File: config.mk
export PLATFORM = sky130hd
export DESIGN_NAME = lsu_arbiter_flat
export DESIGN_NICKNAME = d
export VERILOG_FILES = /design/src/rtl/lsu_arbiter_if.sv /design/src/rtl/lsu_arbiter.sv /design/src/flat_wrapper.sv
export SDC_FILE = /design/constraint.sdc
export NUM_CORES = 1
export LEC_CHECK = 0
export BUFFER_PORTS_ARGS = -buffer_cell sky130_fd_sc_hd__buf_4
export CELL_PAD_IN_SITES_DETAIL_PLACEMENT = 0
export CELL_PAD_IN_SITES_GLOBAL_PLACEMENT = 1
export CORE_MARGIN = 10
export CORE_UTILIZATION = 33
export CTS_BUF_LIST = sky130_fd_sc_hd__clkbuf_16
export DETAILED_ROUTE_END_ITERATION = 8
export GPL_TIMING_DRIVEN = 0
export PLACE_DENSITY_LB_ADDON = 0.1
export SLEW_MARGIN = 0
export SYNTH_ARGS = -nofsm -noshare
export SYNTH_HDL_FRONTEND = slang
export SYNTH_SLANG_ARGS = --single-unit
File: constraint.sdc
create_clock -name i_clk -period 2.8 [get_ports i_clk]
set_input_delay 0.28 -clock i_clk [delete_from_list [all_inputs] [get_ports i_clk]]
set_output_delay 0.28 -clock i_clk [all_outputs]
set_load 0.005 [all_outputs]
File: src/rtl/lsu_arbiter_if.sv
// Bus bundle for lsu_arbiter: two requester ports, the LSU data port and status.
// Lock inputs exist only when LSU_ARB_LOCK_EN is defined.
interface lsu_arbiter_if #(
  parameter int unsigned ADDR_W = 32,
  parameter int unsigned DATA_W = 32
);
  logic              i_req0;
  logic              i_wren0;
  logic [2:0]        i_funct3_0;
  logic [ADDR_W-1:0] i_addr0;
  logic [DATA_W-1:0] i_wdata0;
  logic              o_ack0;
  logic [DATA_W-1:0] o_rdata0;

  logic              i_req1;
  logic              i_wren1;
  logic [2:0]        i_funct3_1;
  logic [ADDR_W-1:0] i_addr1;
  logic [DATA_W-1:0] i_wdata1;
  logic              o_ack1;
  logic [DATA_W-1:0] o_rdata1;

  logic [ADDR_W-1:0] o_lsu_addr;
  logic              o_lsu_wren;
  logic [2:0]        o_lsu_funct3;
  logic [DATA_W-1:0] o_lsu_st_data;
  logic [DATA_W-1:0] i_lsu_ld_data;

  logic              o_busy;
  logic              o_grant_id;

`ifdef LSU_ARB_LOCK_EN
  logic              i_lock0;
  logic              i_lock1;
`endif

  modport slave (
`ifdef LSU_ARB_LOCK_EN
    input  i_lock0, i_lock1,
`endif
    input  i_req0, i_wren0, i_funct3_0, i_addr0, i_wdata0,
    output o_ack0, o_rdata0,
    input  i_req1, i_wren1, i_funct3_1, i_addr1, i_wdata1,
    output o_ack1, o_rdata1,
    output o_lsu_addr, o_lsu_wren, o_lsu_funct3, o_lsu_st_data,
    input  i_lsu_ld_data,
    output o_busy, o_grant_id
  );

  modport master (
`ifdef LSU_ARB_LOCK_EN
    output i_lock0, i_lock1,
`endif
    output i_req0, i_wren0, i_funct3_0, i_addr0, i_wdata0,
    input  o_ack0, o_rdata0,
    output i_req1, i_wren1, i_funct3_1, i_addr1, i_wdata1,
    input  o_ack1, o_rdata1,
    input  o_lsu_addr, o_lsu_wren, o_lsu_funct3, o_lsu_st_data,
    output i_lsu_ld_data,
    input  o_busy, o_grant_id
  );
endinterface

File: src/rtl/lsu_arbiter.sv
// Round-robin arbiter sharing one LSU data port between the core (port 0) and a
// debug/DMA master (port 1). Optional grant locking under LSU_ARB_LOCK_EN.
module lsu_arbiter #(
  parameter int unsigned ADDR_W = 32,
  parameter int unsigned DATA_W = 32
) (
  input  logic           i_clk,
  input  logic           i_rst_n,
  lsu_arbiter_if.slave   bus
);

  typedef enum logic [1:0] {IDLE, ACCESS, RESP} state_t;

  state_t            state_q;
  logic              last_q;
  logic              grant_q;
  logic              cmd_wren_q;
  logic [2:0]        cmd_funct3_q;
  logic [ADDR_W-1:0] cmd_addr_q;
  logic [DATA_W-1:0] cmd_wdata_q;
  logic [DATA_W-1:0] resp_q;
  logic [ADDR_W-1:0] lsu_addr_q;
  logic              lsu_wren_q;
  logic              busy_q;
  logic              ack0_q;
  logic              ack1_q;
  logic              lock_q;

  logic              any_req;
  logic              winner_d;
  logic              locked_req;
  logic              served_lock;

  always_comb begin
    any_req    = bus.i_req0 | bus.i_req1;
    locked_req = grant_q ? bus.i_req1 : bus.i_req0;
`ifdef LSU_ARB_LOCK_EN
    served_lock = grant_q ? bus.i_lock1 : bus.i_lock0;
`else
    served_lock = 1'b0;
`endif
    winner_d = (bus.i_req0 & bus.i_req1) ? ~last_q : bus.i_req1;
    // A held lock overrides round-robin as long as the locked port keeps asking.
    if (lock_q && locked_req) begin
      winner_d = grant_q;
    end
  end

  always_ff @(posedge i_clk or negedge i_rst_n) begin
    if (!i_rst_n) begin
      state_q      <= IDLE;
      last_q       <= 1'b1;
      grant_q      <= 1'b0;
      cmd_wren_q   <= 1'b0;
      cmd_funct3_q <= '0;
      cmd_addr_q   <= '0;
      cmd_wdata_q  <= '0;
      resp_q       <= '0;
      lsu_addr_q   <= '0;
      lsu_wren_q   <= 1'b0;
      busy_q       <= 1'b0;
      ack0_q       <= 1'b0;
      ack1_q       <= 1'b0;
      lock_q       <= 1'b0;
    end else begin
      case (state_q)
        IDLE: begin
          if (lock_q && !locked_req) begin
            lock_q <= 1'b0;
          end
          if (any_req) begin
            grant_q    <= winner_d;
            lsu_addr_q <= winner_d ? bus.i_addr1 : bus.i_addr0;
            lsu_wren_q <= winner_d ? bus.i_wren1 : bus.i_wren0;
            cmd_wren_q   <= winner_d ? bus.i_wren1    : bus.i_wren0;
            cmd_funct3_q <= winner_d ? bus.i_funct3_1 : bus.i_funct3_0;
            cmd_addr_q   <= winner_d ? bus.i_addr1    : bus.i_addr0;
            cmd_wdata_q  <= winner_d ? bus.i_wdata1   : bus.i_wdata0;
            busy_q     <= 1'b1;
            state_q    <= ACCESS;
          end
        end
        ACCESS: begin
          resp_q     <= bus.i_lsu_ld_data;
          if (!lock_q) begin
            last_q <= grant_q;
          end
          lsu_addr_q <= '0;
          lsu_wren_q <= 1'b0;
          ack0_q     <= ~grant_q;
          ack1_q     <= grant_q;
          state_q    <= RESP;
        end
        RESP: begin
          lock_q  <= served_lock;
          ack0_q  <= 1'b0;
          ack1_q  <= 1'b0;
          busy_q  <= 1'b0;
          state_q <= IDLE;
        end
        default: begin
          state_q <= IDLE;
        end
      endcase
    end
  end

  assign bus.o_lsu_addr    = lsu_addr_q;
  assign bus.o_lsu_wren    = lsu_wren_q;
  assign bus.o_lsu_funct3  = cmd_funct3_q;
  assign bus.o_lsu_st_data = cmd_wdata_q;
  assign bus.o_ack0        = ack0_q;
  assign bus.o_ack1        = ack1_q;
  assign bus.o_rdata0      = ack0_q ? resp_q : '0;
  assign bus.o_rdata1      = ack1_q ? resp_q : '0;
  assign bus.o_busy        = busy_q;
  assign bus.o_grant_id    = grant_q;

  logic unused_ok;
  assign unused_ok = cmd_wren_q ^ cmd_addr_q[0];

endmodule

File: src/flat_wrapper.sv
// flat-port wrapper written by rule: the top's interface ports become plain ports
module lsu_arbiter_flat 
#(
  parameter int unsigned ADDR_W = 32,
  parameter int unsigned DATA_W = 32
)
  (i_clk, i_rst_n, bus_i_req0, bus_i_wren0, bus_i_funct3_0, bus_i_addr0, bus_i_wdata0, bus_o_ack0, bus_o_rdata0, bus_i_req1, bus_i_wren1, bus_i_funct3_1, bus_i_addr1, bus_i_wdata1, bus_o_ack1, bus_o_rdata1, bus_o_lsu_addr, bus_o_lsu_wren, bus_o_lsu_funct3, bus_o_lsu_st_data, bus_i_lsu_ld_data, bus_o_busy, bus_o_grant_id);
  lsu_arbiter_if #(.ADDR_W(ADDR_W), .DATA_W(DATA_W)) bus_i ();
  input  logic i_clk;
  input  logic i_rst_n;
  input wire logic [$bits(bus_i.i_req0)-1:0] bus_i_req0;
  input wire logic [$bits(bus_i.i_wren0)-1:0] bus_i_wren0;
  input wire logic [$bits(bus_i.i_funct3_0)-1:0] bus_i_funct3_0;
  input wire logic [$bits(bus_i.i_addr0)-1:0] bus_i_addr0;
  input wire logic [$bits(bus_i.i_wdata0)-1:0] bus_i_wdata0;
  output wire logic [$bits(bus_i.o_ack0)-1:0] bus_o_ack0;
  output wire logic [$bits(bus_i.o_rdata0)-1:0] bus_o_rdata0;
  input wire logic [$bits(bus_i.i_req1)-1:0] bus_i_req1;
  input wire logic [$bits(bus_i.i_wren1)-1:0] bus_i_wren1;
  input wire logic [$bits(bus_i.i_funct3_1)-1:0] bus_i_funct3_1;
  input wire logic [$bits(bus_i.i_addr1)-1:0] bus_i_addr1;
  input wire logic [$bits(bus_i.i_wdata1)-1:0] bus_i_wdata1;
  output wire logic [$bits(bus_i.o_ack1)-1:0] bus_o_ack1;
  output wire logic [$bits(bus_i.o_rdata1)-1:0] bus_o_rdata1;
  output wire logic [$bits(bus_i.o_lsu_addr)-1:0] bus_o_lsu_addr;
  output wire logic [$bits(bus_i.o_lsu_wren)-1:0] bus_o_lsu_wren;
  output wire logic [$bits(bus_i.o_lsu_funct3)-1:0] bus_o_lsu_funct3;
  output wire logic [$bits(bus_i.o_lsu_st_data)-1:0] bus_o_lsu_st_data;
  input wire logic [$bits(bus_i.i_lsu_ld_data)-1:0] bus_i_lsu_ld_data;
  output wire logic [$bits(bus_i.o_busy)-1:0] bus_o_busy;
  output wire logic [$bits(bus_i.o_grant_id)-1:0] bus_o_grant_id;
  assign bus_i.i_req0 = bus_i_req0;
  assign bus_i.i_wren0 = bus_i_wren0;
  assign bus_i.i_funct3_0 = bus_i_funct3_0;
  assign bus_i.i_addr0 = bus_i_addr0;
  assign bus_i.i_wdata0 = bus_i_wdata0;
  assign bus_o_ack0 = bus_i.o_ack0;
  assign bus_o_rdata0 = bus_i.o_rdata0;
  assign bus_i.i_req1 = bus_i_req1;
  assign bus_i.i_wren1 = bus_i_wren1;
  assign bus_i.i_funct3_1 = bus_i_funct3_1;
  assign bus_i.i_addr1 = bus_i_addr1;
  assign bus_i.i_wdata1 = bus_i_wdata1;
  assign bus_o_ack1 = bus_i.o_ack1;
  assign bus_o_rdata1 = bus_i.o_rdata1;
  assign bus_o_lsu_addr = bus_i.o_lsu_addr;
  assign bus_o_lsu_wren = bus_i.o_lsu_wren;
  assign bus_o_lsu_funct3 = bus_i.o_lsu_funct3;
  assign bus_o_lsu_st_data = bus_i.o_lsu_st_data;
  assign bus_i.i_lsu_ld_data = bus_i_lsu_ld_data;
  assign bus_o_busy = bus_i.o_busy;
  assign bus_o_grant_id = bus_i.o_grant_id;
  lsu_arbiter #(.ADDR_W(ADDR_W), .DATA_W(DATA_W)) u_core (.i_clk(i_clk), .i_rst_n(i_rst_n), .bus(bus_i));
endmodule
# Word-level counts from Yosys, hierarchy flattened

Cells that the tools add are included.

$add $sub $neg: 0
Multipliers: 0
Divide/modulo/power cells: 0
Order comparisons: 0
Equality and inequality tests: 4
Shift-type cells: 0
Multiplexer cells: 21
Bitwise logic cells: 5
Reduce and logical (&&, ||, !) cells: 12

Operator list:

| kind                                                | number |
|---|---|
| 2-to-1 mux 32 bit                                   | 5 |
| one-hot mux 32 bit (2 select lines)                 | 1 |
| one-hot mux 1 bit (2 select lines)                  | 5 |
| AND reduction 2 bit                                 | 5 |
| 2-to-1 mux 1 bit                                    | 7 |
| nonzero test 2 bit                                  | 3 |
| != test 2 x 1 -> 1 bit, second input constant       | 2 |
| one-hot mux 2 bit (2 select lines)                  | 1 |
| 2-to-1 mux 3 bit                                    | 1 |
| inverter 1 bit                                      | 3 |
| equality test 2 x 1 -> 1 bit, second input constant | 1 |
| equality test 2 bit, second input constant          | 1 |
| logical AND 1 bit                                   | 2 |
| zero test 2 bit                                     | 1 |
| 2-to-1 mux 2 bit                                    | 1 |
| bitwise AND 1 bit                                   | 1 |
| zero test 1 bit                                     | 1 |
| bitwise OR 1 bit                                    | 1 |

Register bits: 108
Latch bits: 0
Bits in writable memories: 0
Memory bits (read-only): 0
Input bits: 172
Output and inout bits: 136
Logic and storage cells: 54
Memories kept: 0

# Depth between registers and ports, before layout

Gate-level depths: netlist (run 1).

Depth after elaboration: 6
Depth in mapped cells: 8
Depth with buffers taken out: 5

# Least setup slack after synthesis (run 1)

No wires, ideal clock.

Path type: register -> register
Start point: register u_core.state_q[0]
End point: register u_core.lsu_addr_q[10], in the netlist u_core.bus.o_lsu_addr[10]
Setup time: 0.126 ns
Arrival time: 1.568 ns
Data required time: 2.674 ns
Setup slack: 1.106 ns
Cell stages (with the launch flop): 8
Path buffers: 2
Clock period less this slack: 1.694 ns
Path through: dfrtp_1 inv_1 ha_1 nor2b_2 and3_1 buf_2 buf_2 a221o_1

Word-level cells in the longest chain between the ends: 3
Elaborated cells between the ends (all ways): 6
Those cells by class: eq/ne: 2; mux: 1; reduce/logical: 3

Ends and longest elaborated chain:

| element                                                                       | line              | text |
|---|---|---|
| start, declared                                                               | lsu_arbiter.sv:14 | `state_t state_q;` |
| start signal, assigned                                                        | lsu_arbiter.sv:51 | `state_q <= IDLE;` |
| start signal, assigned                                                        | lsu_arbiter.sv:80 | `state_q <= ACCESS;` |
| start signal, assigned                                                        | lsu_arbiter.sv:92 | `state_q <= RESP;` |
| equality test 2 x 1 -> 1 bit / zero test 2 bit (equally long branches)        | lsu_arbiter.sv:66 | `case (state_q)` |
| nonzero test 2 bit (no line) / != test 2 x 1 -> 1 bit (equally long branches) | -                 |  |
| AND reduction 2 bit (no line)                                                 | -                 |  |
| end signal, assigned                                                          | lsu_arbiter.sv:73 | `lsu_addr_q <= winner_d ? bus.i_addr1 : bus.i_addr0;` |
| end, declared                                                                 | lsu_arbiter.sv:22 | `logic [ADDR_W-1:0] lsu_addr_q;` |

Several ways; a longest one is shown, not always the timed one.
A chain may end at the register's enable or synchronous reset.

# Worst setup path after layout (run 1)

Start point: register u_core.state_q[0]
End point: register u_core.lsu_addr_q[28], in the netlist u_core.bus.o_lsu_addr[28]

The elaborated chain is that of the path after synthesis.

==> results.md, run 1 <==
- Routed Wire Length: between 15000 and 20000 um
- Syn Area/Cell: 10.5 um^2
- M1 GR Usage: between 10% and 20%
- Critical-path top delay cell: dfrtp_1
- Initial DRC Count: 173
- FILL cells: ~1400
- Status: finished, violations left
- Overflow left after global routing: 0
- Worst-path fanout max: 10
- Vias per cell: 4.87
- Post-route cell area: 7840 um^2
- DIE AREA: 20500 um^2
- Final hold violation count: 11
- Critical path class: reg2reg
- Reg2Reg Capture Point: u_core.bus.o_lsu_addr[28]
- CTS Buf Count: 9
- Post-CTS setup buffer count: 0
- Failing checks: negative hold slack
- Vias in the first global route: 5084
- Die height: roughly 140 um
- YS warnings: 0
- Worst Setup End Kind: flop
- Seq/Total Area, Yosys: 53.6%
- Setup TNS Final: 0 ns
- I/O pin cnt: 308
- Port Buffers: 307
- Fin util: 53.3%
- Worst Reg-to-Reg Cells: 7
- Leak: 4.02 nW
- CTS tree: built
- Post-layout net count: 970
- Synth Instances: 475
- Syn Nets: 651
- Finished Layout Cells: 983
- Met2 GRT Util: 30.6%
- DP Area: 7560 um^2
- Most frequent cells in the layout: buf_4 (309), dfrtp_1 (106), a21oi_1 (70)
- Initial Util: 34.0%
- Deepest clock path buffer count: 2
- Placed Cells: 967
- Max-cap viol count: 0
- First-pass GRT wire length: around 28000 um
- Share of cells above drive strength 1: a little under half
- Clk_lat worst skew: approximately 0.35 ns
- R2R Setup Slk: between 0.7 and 0.8 ns
- Largest net degree at the start of global routing: 56
- RSZ-0062 raised after global routing: false
- Clk_skew: ~0.0085 ns
- Clock Sinks: 107
- Req. time, crit path: slightly above 3 ns
- Final Slew Violations: 0
- Final setup vio count: 0
- Worst vdd ir: 0.000404 V
- Row count: 44
- CTS H-Tree Depth: 3
- Slew HR: 45.5%
- Drt wl/cell: 19.2 um
- Drt drc: 0
- Core region area: 14700 um^2
- CP Buf/Inv Count: 3
- Post_cts resized: 0
- Crit-path cells: inv_1 > ha_1 > nor2b_2 > and3_1 > buf_2 > buf_2 > a221o_1
- Die width: 143 um
- P per Cell Area: ~1000 nW/um^2
- Final min period: 2.01 ns
- Worst-path clk slew: approximately 0.070 ns
- Worst r2r src: u_core.state_q[0]
- GP Congestion: 0.785
- Pre-Repair DR Iteration Count: 4
- Via Count: 4786
- Routed Antenna Nets: 0
- Total track usage: 17.6%
- Hold Crit Class: in2async
- Hold Worst Slack: -0.0230 ns
- Area Overhead vs Synth: 57.0%
- Crit path launch type: flop
- Mapped Area: 4990 um^2
- CP arrival: about 2.3 ns
- Slew @ Worst Pin: 0.812 ns
- Most common cell after layout, fill and taps aside: buf_4
- Worst path max stage delay: 0.38 ns
- Fmax: 498 MHz
- Met3 usage: 7.96%
- N_diodes: 0
- Yosys cell types: 27
- Post-CTS Hold Fix Bufs: 0
- Fin crit share: 71.7%
- Post-synthesis register bit count: approximately 110
- CP delay by family, top: simple AND/OR/NAND/NOR gates
- Final HPWL DP: 15200 um
- Antenna violations before repair: 0
- Most Crowded Layer GR: met2
- Clock Root Buffer: clkbuf_16
- Most frequent CP cell: buf_2
-- state kept, by name, indices dropped and copies added, names as in the netlist --
signal	cells
u_core.resp_q	32
u_core.bus.o_lsu_wren	1
u_core.bus.o_lsu_st_data	32
u_core.bus.o_grant_id	1
u_core.state_q	2
u_core.last_q	1
u_core.bus.o_busy	1
u_core.bus.o_lsu_funct3	3
u_core.bus.o_lsu_addr	32
u_core.bus.o_ack1	1
u_core.bus.o_ack0	1
-- metal layers --
layer	routed length [um]	up-vias
met1	6980	2266
met5	0	-
met4	244	0
li1	-	2292
met3	2190	16
met2	9410	212
-- synth_stat cells, drive strengths merged --
cell type,count,share of area [%]
o2bb2ai,1,0.18
dfstp,1,0.53
a21boi,1,0.23
nor2,36,2.7
a22o,1,0.18
inv,3,0.23
a21bo,1,0.20
buf,19,2.4
or3b,1,0.23
a221o,33,6.6
nand3b,1,0.15
nand2,38,2.9
dfrtp,106,53
ha,4,1.0
clkbuf,19,1.4
o21ai,5,0.58
and3,34,4.3
mux2,34,7.7
nor2b,1,0.18
o21a,1,0.15
nand2b,1,0.13
a21oi,70,7.0
and2,64,8.0
-- cell families after synthesis --
logic type	synth area share, %
buffers and inverters	4.03
AO/OA/AOI/OAI	15.1
AND/OR/NAND/NOR	18.5
multiplexers	7.67
flip-flops	53.6
adder cells (fa/ha/maj)	1.00
-- power breakdown --
group	internal (W)	switching, W
Clock	0.000682	0.000569
Sequential	0.00227	0.000434
Combinational	0.00229	0.00186
Total	0.00524	0.00286
-- how the worst max path moves through the flow --
stage,startpoint,end,cells after the start
final,u_core.state_q[0],u_core.bus.o_lsu_addr[28],7
after floorplan,u_core.state_q[0],u_core.bus.o_lsu_addr[10],7
after global placement,u_core.state_q[0],u_core.bus.o_lsu_addr[29],7
after detailed placement,u_core.state_q[0],u_core.bus.o_lsu_addr[30],7
after global routing,u_core.state_q[1],u_core.bus.o_lsu_addr[30],7
after CTS,u_core.state_q[0],u_core.bus.o_lsu_addr[30],7
-- layout make-up --
class	count	area [um^2]	area share, %
Timing Repair Buffer	308	2330	29.7
Clock buffer	9	225	2.87
Inverter	3	11.3	0.144
Tap cell	184	230	2.94
Buffer	38	190	2.43
Clock inverter	7	60.1	0.766
Multi-Input combinational cell	327	2110	27.0
Sequential cell	107	2680	34.2
-- per-stage QoR --
stage / setup WS [ns] / total power, W
floorplan: 1.11 / 0.00474
global placement: 0.884 / 0.00684
detailed placement: 0.805 / 0.00697
CTS: 0.780 / 0.00823
global route: 0.598 / 0.00877
finish: 0.793 / 0.00810
No activity file was read; power rests on OpenSTA's default activity.
==> run 2, diff against run 1 <==
CORE_UTILIZATION = 31   (was 33)
clock period = 1.9 ns   (was 2.8 ns; I/O delays follow)
==> run 2 against run 1 <==
- the flow now finishes without violations
- largest cell class unchanged
- total power grew 46%
- clock power rose by 34%
- clock skew shrank 0.0020 ns
- maximum frequency increased by 13%
- global-route usage is 0.60 points lower
- critical path type unchanged
- via count down 0.19%
- sequential power rose by 47%
==> results.md, run 2 (synthesis results as in run 1) <==
- Switching portion of total power: 35.4% (+0.11 points)
- First-pass GRT wire length: 29300 um (+3.5%)
- RSZ-0062 raised after global routing: false
- Largest net degree at the start of global routing: 61 (+8.9%)
- Total track usage: 17.0% (-0.60 points)
- Clock Sinks: 107 (unchanged)
- Share of total power in combinational logic: 52.3% (+1.1 points)
- Clk_skew: 0.00651 ns (-0.00197 ns)
- Routed Wire Length: 19000 um (+0.90%)
- CTS H-Tree Depth: 3 (unchanged)
- M1 GR Usage: 18.4% (-0.40 points)
- Antenna violations before repair: 0 (unchanged)
- Sequential Power Share: 33.6% (+0.3 points)
- Pre-Repair DR Iteration Count: 4 (unchanged)
- Deepest clock path buffer count: 2 (unchanged)
- FILL cells: 1542 (+9.1%)
- Worst path max stage delay: 0.39 ns (about the same)
- Most Crowded Layer GR: met2
- Leak: 4.04 nW (+0.39%)
- Die width: 147 um (+2.7%)
- Most frequent cells in the layout: buf_4 (310), dfrtp_1 (106), a21oi_1 (70)
- CP arrival: 2.01 ns (-0.28 ns)
- Vias per cell: 4.71 (-3.3%)
- N_diodes: 0 (unchanged)
- Worst vdd ir: 0.000505 V (+25%)
- Setup TNS Final: 0 ns (unchanged)
- Final setup vio count: 0 (unchanged)
- Max-cap viol count: 0 (unchanged)
- Worst-path clk slew: 0.07 ns (about the same)
- Fin crit share: 93.6% (+22 points)
- Slew HR: 64.4% (+19 points)
- Hold path depth: 2
- Die height: 147 um (+2.7%)
- Final min period: 1.78 ns (-0.228 ns)
- Worst Setup End Kind: flop
- Post-layout net count: 972 (+0.21%)
- Overflow left after global routing: 0 (unchanged)
- Drt wl/cell: 18.7 um (-2.3%)
- Initial DRC Count: 154 (-11%)
- R2R Setup Slk: 0.12 ns (-0.67 ns)
- Hold Crit Class: in2reg
- Switching power: 0.00420 W (+47%)
- Vias in the first global route: 5264 (+3.5%)
- Clock Root Buffer: clkbuf_16
- Most common cell after layout, fill and taps aside: buf_4
- Fin util: 49.9% (-3.4 points)
- Met3 usage: 6.57% (-1.4 points)
- Fmax: 562 MHz (+13%)
- Req. time, crit path: 2.13 ns (-0.95 ns)
- Worst-path fanout max: 10 (unchanged)
- CTS Buf Count: 9 (unchanged)
- Clk_lat worst skew: 0.34 ns (about the same)
- Row count: 46 (+4.5%)
- Crit path launch type: flop
- Area Overhead vs Synth: 58.3%
- P_int: 0.00766 W (+46%)
- Final hold violation count: 0 (-11)
- Met2 GRT Util: 29.7% (-0.91 points)
- Critical path class: reg2reg
- Status: completed
- I/O pin cnt: 308 (unchanged)
- Drt drc: 0 (unchanged)
- Worst Reg-to-Reg Cells: 8 (+1)
- Final HPWL DP: 15300 um (+0.27%)
- Critical-path top delay cell: dfrtp_1
- Slew @ Worst Pin: 0.534 ns (-0.278 ns)
- Routed Antenna Nets: 0 (unchanged)
- Share of cells above drive strength 1: 48.3% (+0.88 points)
- Initial Util: 31.5% (-2.4 points)
- GP Congestion: 0.756 (-3.7%)
- Port Buffers: 307 (unchanged)
- Crit-path cells: inv_2 > ha_1 > buf_6 > nor2b_4 > and3_1 > buf_2 > clkbuf_4 > a221o_1
- P per Cell Area: 1500 nW/um^2 (+45%)
- DIE AREA: 21600 um^2 (+5.5%)
- Clock share of power: 14.1% (-1.3 points)
- Via Count: 4777 (-0.19%)
- Final Slew Violations: 0 (unchanged)
- CTS tree: built
- Core region area: 15800 um^2 (+7.7%)
-- run 2: cell types whose count changed in the layout (fill, tap and decap cells not counted), moves of 2 or more --
cell / before / now
clkinv_2: 0 / 2
buf_2: 14 / 11
clkbuf_2: 0 / 2
clkbuf_1: 19 / 17
inv_2: 0 / 2
buf_6: 3 / 5
clkinv_1: 3 / 0
-- run 2: final timing paths --
path / startpoint / end
worst max-delay path: u_core.state_q[1] / u_core.bus.o_lsu_addr[24]
worst max register to register: u_core.state_q[1] / u_core.bus.o_lsu_addr[24]
worst min register to register: u_core.bus.o_busy / u_core.bus.o_busy
max in group asynchronous: i_rst_n / u_core.bus.o_lsu_st_data[21]
worst min-delay path: bus_i_addr0[17] / u_core.bus.o_lsu_addr[17]
min in group asynchronous: i_rst_n / u_core.resp_q[10]
-- run 2: area by class of cell --
class	instances	area, um^2	share of cell area [%]
Timing Repair Buffer	310	2350	29.8
Inverter	3	11.3	0.142
Clock buffer	9	225	2.85
Multi-Input combinational cell	327	2130	27.0
Buffer	38	204	2.58
Tap cell	216	270	3.42
Clock inverter	5	25.0	0.317
Sequential cell	107	2680	33.9
-- run 2: power groups by stage --
| stage | clock [W] | sequential (W) | combinational [W] |
|---|---|---|---|
| floorplan | 0 | 0.00393 | 0.00306 |
| global placement | 0 | 0.00397 | 0.00612 |
| detailed placement | 0 | 0.00402 | 0.00624 |
| CTS | 0.00174 | 0.00399 | 0.00627 |
| global route | 0.00185 | 0.00413 | 0.00686 |
| finish | 0.00168 | 0.00398 | 0.00621 |
-- run 2: critical path, delay by kind of cell (launching register included) --
kind,cells,cell delay [ns]
buffers and inverters,4,0.57
flip-flops,1,0.39
AO/OA/AOI/OAI,1,0.31
AND/OR/NAND/NOR,2,0.22
adder cells (fa/ha/maj),1,0.17
-- run 2: repair_timing --
| item | CTS | global route |
|---|---|---|
| hold endpoints to repair | 46 | 0 |
| hold buffers | 1 | 0 |
| setup endpoints to repair | 35 | 69 |
| setup buffers | 0 | 1 |
| resized for setup | 2 | 14 |
-- run 2: metal layers --
layer,wire length [um],share of wire [%]
met5,0,0
met4,390,2.1
met3,1600,8.4
met2,9600,51
met1,7400,39
-- run 2: metrics by stage --
stage	setup slack [ns]	hold WS, ns	instance area [um^2]	total power (W)	std cells
3_3_place_gp	-0.0706	0.422	7570	0.0101	998
6_report	0.122	0.0710	7900	0.0119	1015
4_1_cts	0.0111	0.0574	7870	0.0120	1014
3_5_place_dp	-0.0824	0.166	7600	0.0103	999
5_1_grt	0.0252	0.0588	7900	0.0128	1015
2_1_floorplan	0.206	-0.106	4990	0.00699	475
==> run 3, diff against run 2 <==
--- a/config.mk
+++ b/config.mk
@@ -15,5 +15,4 @@
 export GPL_TIMING_DRIVEN = 0
 export PLACE_DENSITY_LB_ADDON = 0.1
-export SLEW_MARGIN = 0
 export SYNTH_ARGS = -nofsm -noshare
 export SYNTH_HDL_FRONTEND = slang
==> constraint.sdc (replaced) <==
create_clock -name i_clk -period 1.9 [get_ports i_clk]
set_input_delay 0.095 -clock i_clk [delete_from_list [all_inputs] [get_ports i_clk]]
set_output_delay 0.095 -clock i_clk [all_outputs]
set_load 0.005 [all_outputs]
==> run 3 against run 2 <==
- clock power is essentially flat
- combinational power increased by 3.5%
- maximum frequency is essentially flat
- design area increased by 13%
- critical path depth is the same
- total power up 2.0%
- core utilization grew 6.3 points
- sequential share of layout area shrank 3.8 points
- first-iteration DRC count is 9.1% higher
- sequential cell count is the same
- final cell count up 9.9%
- critical path type unchanged
- largest cell class is now buffers
- highest routed layer unchanged
==> results.md, run 3 (synthesis results as in run 1) <==
- Status: completed
- Max-cap viol count: 0 (unchanged)
- Clock Root Buffer: clkbuf_16
- Fin crit share: 93.6% (about the same)
- Drt drc: 0 (unchanged)
- Area Overhead vs Synth: 78.2%
- Placed Cells: 999 (unchanged)
- Most frequent cells in the layout: buf_4 (310), dfrtp_1 (106), dlygate4sd3_1 (100)
- Total track usage: 17.9% (+0.87 points)
- Port Buffers: 307 (unchanged)
- Crit path launch type: flop
- Die width: 147 um (unchanged)
- Sequential Power Share: 32.9% (-0.7 points)
- Most common cell after layout, fill and taps aside: buf_4
- Hold Crit Class: in2reg
- Vias in the first global route: 5789 (+10%)
- Leak: 4.45 nW (+10%)
- Slew HR: 64.6% (+0.19 points)
- Initial DRC Count: 168 (+9.1%)
- Worst-path fanout max: 10 (unchanged)
- DIE AREA: 21600 um^2 (unchanged)
- Switching portion of total power: 35.6% (+0.14 points)
- Initial Util: 31.5% (unchanged)
- Largest net degree at the start of global routing: 61 (unchanged)
- Via Count: 5217 (+9.2%)
- Setup TNS Final: 0 ns (unchanged)
- RSZ-0062 raised after global routing: false
- Req. time, crit path: 2.13 ns (about the same)
- Switching power: 0.00430 W (+2.4%)
- Deepest clock path buffer count: 2 (unchanged)
- Routed Antenna Nets: 0 (unchanged)
- Final Slew Violations: 0 (unchanged)
- Antenna violations before repair: 1 (+1)
- Worst path max stage delay: 0.39 ns (about the same)
- Share of total power in combinational logic: 53.2% (+0.9 points)
- Clk_lat worst skew: 0.34 ns (about the same)
- Drt wl/cell: 17.9 um (-4.6%)
- FILL cells: 1422 (-7.8%)
- Worst-path clk slew: 0.07 ns (about the same)
- Critical-path top delay cell: dfrtp_1
- Pre-Repair DR Iteration Count: 4 (unchanged)
- Worst Reg-to-Reg Cells: 8 (unchanged)
- Fmax: 562 MHz (about the same)
- CTS tree: built
- CTS H-Tree Depth: 3 (unchanged)
- Crit-path cells: inv_2 > ha_1 > buf_6 > nor2b_4 > and3_1 > buf_2 > clkbuf_4 > a221o_1
- Clock share of power: 13.9% (-0.2 points)
- Clk_skew: 0.00632 ns (-0.000192 ns)
- Clock Sinks: 107 (unchanged)
- Overflow left after global routing: 0 (unchanged)
- Final hold violation count: 0 (unchanged)
- Final min period: 1.78 ns (+0.000446 ns)
- Fin util: 56.2% (+6.3 points)
- Final HPWL DP: 15300 um (unchanged)
- Hold path depth: 3 (+1)
- Slew @ Worst Pin: 0.531 ns (-0.00287 ns)
- Hold Worst Slack: 0.0212 ns (-0.0498 ns)
- P_int: 0.00780 W (+1.8%)
- Finished Layout Cells: 1115 (+9.9%)
- Routed Wire Length: 19900 um (+4.8%)
- I/O pin cnt: 308 (unchanged)
- Share of cells above drive strength 1: 43.0% (-5.3 points)
- Worst vdd ir: 0.000583 V (+16%)
- CTS Buf Count: 9 (unchanged)
- Pwr Total: 0.0121 W (+2.0%)
- Die height: 147 um (unchanged)
- P per Cell Area: 1360 nW/um^2 (-9.4%)
- Row count: 46 (unchanged)
- CP arrival: 2.01 ns (about the same)
- Final setup vio count: 0 (unchanged)
- Vias per cell: 4.68 (-0.58%)
- Worst Setup End Kind: flop
- Critical path class: reg2reg
- Core region area: 15800 um^2 (unchanged)
- GP Congestion: 0.756 (unchanged)
- Post-layout net count: 1071 (+10%)
- First-pass GRT wire length: 31300 um (+6.7%)
==> run 3: cell types whose count changed in the layout (fill, tap and decap cells not counted), sizes merged <==
cell,before,now
dlygate4sd3,1,100
diode,0,1
==> run 3: metal layers <==
metal  wire [um]  up-vias  part of all wire [%]  track usage [%]
li1            -     2501                     -                -
met1        7850     2483                    39             19.7
met2       10100      202                    50             31.3
met3        1520       31                   7.6             6.14
met4         490        0                   2.5             6.39
met5           0        -                     0                0
==> run 3: repair_timing <==
action                                  in CTS  in global routing
endpoints found under the hold margin      145                  0
pin swaps                                    0                  0
gates resized for setup                      2                 14
buffers inserted                             0                  1
hold buffers                               100                  0
gates cloned                                 0                  0
endpoints found under the setup margin      35                 69
==> run 3: power groups by stage <==
stage,clock network [W],registers (W),logic (W)
2_1_floorplan,0,0.00393,0.00306
3_3_place_gp,0,0.00397,0.00612
3_5_place_dp,0,0.00402,0.00624
4_1_cts,0.00174,0.00399,0.00644
5_1_grt,0.00185,0.00413,0.00709
6_report,0.00169,0.00398,0.00643
==> run 3: worst paths after layout <==
| path | from | endpoint | slack (ns) |
|---|---|---|---|
| worst max-delay path | u_core.state_q[1] | u_core.bus.o_lsu_addr[24] | 0.12 |
| worst min-delay path | bus_i_wdata0[18] | u_core.bus.o_lsu_st_data[18] | 0.02 |
| worst max register to register | u_core.state_q[1] | u_core.bus.o_lsu_addr[24] | 0.12 |
| worst min register to register | u_core.bus.o_busy | u_core.bus.o_busy | 0.50 |
| max in group asynchronous | i_rst_n | u_core.bus.o_lsu_st_data[21] | 0.96 |
| min in group asynchronous | i_rst_n | u_core.resp_q[10] | 0.25 |
==> run 3: cell type report <==
| cell class | instances | area (um^2) | area share (%) |
|---|---|---|---|
| timing repair buffer | 409 | 3340 | 37.6 |
| sequential | 107 | 2680 | 30.1 |
| multi-input combinational | 327 | 2130 | 24.0 |
| tap | 216 | 270 | 3.04 |
| clock buffer | 9 | 225 | 2.53 |
| buffer | 38 | 204 | 2.29 |
| clock inverter | 5 | 25.0 | 0.281 |
| inverter | 3 | 11.3 | 0.127 |
| antenna | 1 | 2.50 | 0.0281 |
==> run 3: through the flow <==
step	setup slack, ns	area [um^2]
3_3_place_gp	-0.0706	7570
3_5_place_dp	-0.0824	7600
4_1_cts	0.0111	8860
6_report	0.121	8900
5_1_grt	0.0252	8900
2_1_floorplan	0.206	4990
==> run 3: critical path: cells and delay by family (launching register included) <==
kind | cells | cell delay (ns)
fa+ha+maj | 1 | 0.17
buf+inv | 4 | 0.57
simple gates | 2 | 0.22
flops | 1 | 0.39
compound gates | 1 | 0.31
